[config.mk]
export PLATFORM = sky130hd
export DESIGN_NAME = uart_frame_rx_ctrl
export DESIGN_NICKNAME = d
export VERILOG_FILES = /design/src/rtl/uart_frame_rx_ctrl.sv
export SDC_FILE = /design/constraint.sdc
export NUM_CORES = 1
export LEC_CHECK = 0
export CAP_MARGIN = 20
export CELL_PAD_IN_SITES_DETAIL_PLACEMENT = 1
export CELL_PAD_IN_SITES_GLOBAL_PLACEMENT = 2
export CORE_MARGIN = 2
export CORE_UTILIZATION = 37
export DETAILED_ROUTE_END_ITERATION = 10
export PLACE_DENSITY_LB_ADDON = 0.1
export SYNTH_ARGS = -nofsm -noshare
export SYNTH_HDL_FRONTEND = slang
export SYNTH_SLANG_ARGS = --single-unit
[constraint.sdc]
create_clock -name SYS_CLK -period 8.3 [get_ports SYS_CLK]
set_input_delay 2.075 -clock SYS_CLK [delete_from_list [all_inputs] [get_ports SYS_CLK]]
set_output_delay 2.075 -clock SYS_CLK [all_outputs]
set_load 0.02 [all_outputs]
[src/rtl/uart_frame_rx_ctrl.sv]
// Receive-side frame controller for the UART image link: finds the header, packs payload bytes
// into 16-bit FIFO words (low byte first) and validates the trailer.
module uart_frame_rx_ctrl #(
    parameter int unsigned IMAGE_SIZE = 8,
    parameter logic [7:0]  SEND_MODE  = 8'h01,
    parameter logic [19:0] TIMEOUT    = 20'd100000
) (
    input  logic        SYS_CLK,
    input  logic        RST_N,
    input  logic [7:0]  rx_data,
    input  logic        rx_valid,
    output logic        wr_clk,
    output logic        wr_req,
    output logic [15:0] wr_data,
    input  logic        wr_full,
    output logic        frame_done,
    output logic        frame_err,
    output logic        busy
);

    localparam logic [2:0] StHunt = 3'd0;
    localparam logic [2:0] StHdr1 = 3'd1;
    localparam logic [2:0] StLo   = 3'd2;
    localparam logic [2:0] StHi   = 3'd3;
    localparam logic [2:0] StTrl0 = 3'd4;
    localparam logic [2:0] StTrl1 = 3'd5;

    localparam logic [7:0]  ModeInv   = ~SEND_MODE;
    localparam logic [16:0] LastWord  = 17'(IMAGE_SIZE);
    localparam logic [20:0] TmoLimit  = {1'b0, TIMEOUT};

    logic [2:0]  state_q, state_d;
    logic [15:0] word_cnt_q, word_cnt_d;
    logic        ovf_q, ovf_d;
    logic [19:0] tmo_q, tmo_d;
    logic [7:0]  low_q, low_d;
    logic        wr_req_q, wr_req_d;
    logic [15:0] wr_data_q, wr_data_d;
    logic        done_q, done_d;
    logic        err_q, err_d;

    logic        tmo_run;
    logic        tmo_hit;
    logic [16:0] word_cnt_inc;

    // The inter-byte timer only guards the body of a frame, not the header hunt.
    assign tmo_run      = (state_q != StHunt) && (state_q != StHdr1);
    assign tmo_hit      = tmo_run && !rx_valid && (({1'b0, tmo_q} + 21'd1) == TmoLimit);
    assign word_cnt_inc = {1'b0, word_cnt_q} + 17'd1;

    always_comb begin
        state_d    = state_q;
        word_cnt_d = word_cnt_q;
        ovf_d      = ovf_q;
        tmo_d      = tmo_q;
        low_d      = low_q;
        wr_req_d   = 1'b0;
        wr_data_d  = wr_data_q;
        done_d     = 1'b0;
        err_d      = 1'b0;

        if (tmo_hit) begin
            state_d = StHunt;
            tmo_d   = '0;
            err_d   = 1'b1;
        end else if (rx_valid) begin
            tmo_d = '0;
            case (state_q)
                StHunt: begin
                    if (rx_data == SEND_MODE) begin
                        state_d = StHdr1;
                    end
                end
                StHdr1: begin
                    if (rx_data == ModeInv) begin
                        state_d    = StLo;
                        word_cnt_d = '0;
                        ovf_d      = 1'b0;
                    end else if (rx_data != SEND_MODE) begin
                        state_d = StHunt;
                    end
                end
                StLo: begin
                    low_d   = rx_data;
                    state_d = StHi;
                end
                StHi: begin
                    // A word that meets a full FIFO is dropped but still counted.
                    if (wr_full) begin
                        ovf_d = 1'b1;
                    end else begin
                        wr_req_d  = 1'b1;
                        wr_data_d = {rx_data, low_q};
                    end
                    word_cnt_d = word_cnt_inc[15:0];
                    state_d    = (word_cnt_inc == LastWord) ? StTrl0 : StLo;
                end
                StTrl0: begin
                    if (rx_data == ModeInv) begin
                        state_d = StTrl1;
                    end else begin
                        err_d   = 1'b1;
                        state_d = StHunt;
                    end
                end
                StTrl1: begin
                    if ((rx_data == SEND_MODE) && !ovf_q) begin
                        done_d = 1'b1;
                    end else begin
                        err_d = 1'b1;
                    end
                    state_d = StHunt;
                end
                default: begin
                    state_d = StHunt;
                end
            endcase
        end else if (tmo_run) begin
            tmo_d = tmo_q + 20'd1;
        end
    end

    always_ff @(posedge SYS_CLK) begin
        if (!RST_N) begin
            state_q    <= StHunt;
            word_cnt_q <= '0;
            ovf_q      <= 1'b0;
            tmo_q      <= '0;
            low_q      <= '0;
            wr_req_q   <= 1'b0;
            wr_data_q  <= '0;
            done_q     <= 1'b0;
            err_q      <= 1'b0;
        end else begin
            state_q    <= state_d;
            word_cnt_q <= word_cnt_d;
            ovf_q      <= ovf_d;
            tmo_q      <= tmo_d;
            low_q      <= low_d;
            wr_req_q   <= wr_req_d;
            wr_data_q  <= wr_data_d;
            done_q     <= done_d;
            err_q      <= err_d;
        end
    end

    // FIFO samples mid-cycle, well after the registered request settles.
    assign wr_clk     = ~SYS_CLK;
    assign wr_req     = wr_req_q;
    assign wr_data    = wr_data_q;
    assign frame_done = done_q;
    assign frame_err  = err_q;
    assign busy       = (state_q != StHunt);

endmodule
==> impl_metrics.ini <==
[outcome]
status = complete, no violations

[critical_path]
crit_path_start_kind = clock port
crit_arrival_ns = 5.11
reg2reg_depth = 7
cp-endpoint = wr_clk
cp-startpoint = SYS_CLK
r2r-start = state_q[1]
r2r_slack_ns = 5.11
timing.rr.end = tmo_q[11]
cp_max_fo = 8
crit_type = clk2out
critical_path_required_ns = 6.23
end_kind = output port

[drt]
routed_wl_mm = 8.955
drc = 0
wl_per_cell_um = 15.96
vias_per_cell = 5.408
drtAntennaViolNets = 0
vias = 3034
firstDrtPassIters = 4
drt_iter0_drc = 91

[power]
combPwrFrac_pct = 2.6
seq_power_share_pct = 44.8
clkPwrFrac_pct = 52.6
vdd_drop_max_mv = 0.1031
p_total_mw = 0.7175
sw_frac_of_total_pct = 20.87
power_density_mw_per_mm2 = 176.2
switching_power_mw = 0.1497
total_leakage_power_nw = 1.284
internal-power_mw = 0.5678

[synth]
synth_flop_cell = dfxtp_1
synth.net_count = 440
synth-edff-count = 0
seq_area_frac_synth_pct = 39.15
async_flop_share_pct = 0
synth_seq_cells = 67
syn_avg_cell_area_um2 = 8.080
synth_area_mm2 = 0.003426
synth_warnings = 0
yosysUniqueCellTypes = 43
synthCells = 424

[global_route]
use_met1_pct = 25.26
grt_pass1_wl_mm = 15.24
grt_pass1_vias = 3092
grt_usage_pct = 18.99
grt_max_degree = 31
busiest_layer = met2
use_met2_pct = 30.67
antenna_found_initial = 0
met3_usage_pct = 4.457
grt_remaining_overflow = 0

[placement]
place_hpwl_mm = 6.425
postPlaceCellArea_mm2 = 0.003809
port_buffers = 32
place_ws_ns = 1.466
place_congestion = 0.7566

[floorplanning]
num_rows = 35
io_pins = 33
core_region_area_mm2 = 0.009109
start_util_pct = 37.61
die-height_um = 100.2
die_area_mm2 = 0.01005
die_x_um = 100.2

[clock_tree]
numCtsBuffers = 9
clk-insertion-delay-late_ns = 0.34
cts.htree.levels = 3
clk_pin_slew_ns = 0.08
cts_resized = 0
cts_tree = built
post_cts_buffers = 0
cts_root_buf = clkbuf_8
clk_path_buf_depth = 2
cts_hold_buf = 0

[timing]
worst_slew_pin_slew_ns = 0.8248
slew_headroom_pct = 44.59
tns_ns = 0
finalClockSkew_ns = 0.01203
drv_slew = 0
finalWorstSetupSlack_ns = 1.112
setup_violations = 0
grt_setup_unrepaired = no
hold_viol_final = 0

[layout]
layout.nets = 461
utilization_pct = 44.71
final_cell_mix = dfxtp_1, nand2_1, nor3_1
fillCellCount = 1103
drive_gt1_share_pct = 6.000
ff_latch_area_mm2 = 0.001341
multi_input_area_mm2 = 0.001948
final_common_cell = dfxtp_1
area_growth_pct = 18.88
postLayoutCellArea_mm2 = 0.004073
num_antenna_cells = 0

[min_path]
min_path_type = reg2reg

[job]
cap_violations = 0
==> power groups by stage <==
stage | Combinational, mW | Clock, mW | Sequential (mW)
floorplan | 0.00824 | 0.00864 | 0.329
finish | 0.0187 | 0.378 | 0.321
detailed placement | 0.0187 | 0.0179 | 0.329
global placement | 0.0187 | 0.0179 | 0.329
global route | 0.0203 | 0.402 | 0.321
CTS | 0.0189 | 0.389 | 0.321
==> worst min-delay path by stage <==
| stage | start | endpoint | slack (ns) | cells past startpoint |
|---|---|---|---|---|
| after floorplan | low_q[0] | wr_data[0] | 0.43 | 2 |
| after global placement | wr_data[3] | wr_data[3] | 0.45 | 2 |
| after detailed placement | low_q[3] | wr_data[3] | 0.45 | 2 |
| after CTS | low_q[7] | wr_data[7] | 0.46 | 2 |
| after global routing | wr_data[11] | wr_data[11] | 0.48 | 2 |
| final | wr_data[6] | wr_data[6] | 0.46 | 2 |
==> registers in the layout, indices dropped and copies added (netlist names) <==
signal and count:
tmo_q 20, word_cnt_q 16, state_q 3, ovf_q 1, frame_err 1, low_q 8
frame_done 1, wr_req 1, wr_data 16
==> cell type report <==
type / count / share of cell area (%)
Clock buffer: 11 / 3.379
Clock inverter: 7 / 3.441
Inverter: 5 / 0.4608
Multi-Input combinational cell: 324 / 47.83
Sequential cell: 67 / 32.93
Tap cell: 111 / 3.410
Timing Repair Buffer: 36 / 8.541
==> logic make-up after synthesis <==
family          Yosys count  share of synthesized area, %
xor+xnor                 48                         12.27
fa+ha+maj                 4                         1.461
buf+inv                  33                         4.163
mux                      11                         3.251
compound gates           49                         9.130
simple gates            212                         30.57
flops                    67                         39.15
==> through the flow <==
step / hold slack (ns) / instances
final: 0.4565 / 561
after global routing: 0.4823 / 561
after detailed placement: 0.4485 / 545
after CTS: 0.4602 / 561
after floorplan: 0.4312 / 424
after global placement: 0.4467 / 545
==> Yosys cell counts, types with 2 or more instances <==
master,count,area (µm²)
mux2i_1,10,100.1
and4_1,2,17.52
a211oi_1,2,15.01
ha_1,4,50.05
or3_1,3,18.77
o21a_1,2,15.01
o211ai_1,2,15.01
o31ai_1,2,15.01
xor2_1,25,219.0
buf_2,3,15.01
or4_1,3,22.52
buf_6,2,22.52
dfxtp_1,67,1341
and3_1,9,56.30
nand2_1,62,232.7
a21oi_1,23,115.1
nand4_1,17,106.4
inv_1,5,18.77
clkbuf_1,22,82.58
xnor2_1,23,201.4
nand3_1,13,65.06
nor4b_1,5,43.79
a311oi_1,2,17.52
nor4_1,7,43.79
nand3b_1,2,15.01
a31oi_1,4,25.02
and2_1,2,12.51
nor3_1,42,210.2
o21ai_0,5,25.02
o21ai_1,2,10.01
or2_2,2,12.51
nor2_1,36,135.1
nand2b_1,2,12.51
nor3b_1,3,22.52
==> critical path: stages <==
cell	delay (ns)
clkbuf_8	0.15
clkbuf_8	0.16
inv_1	0.05
clkdlybuf4s50_1	0.59
==> layer usage <==
layer / vias to the layer above / share of wire (%)
met3: 6 / 2.8
met2: 31 / 46
met5: - / 0
li1: 1526 / -
met1: 1471 / 50
met4: 0 / 1.2
(Power assumes the default switching activity.)
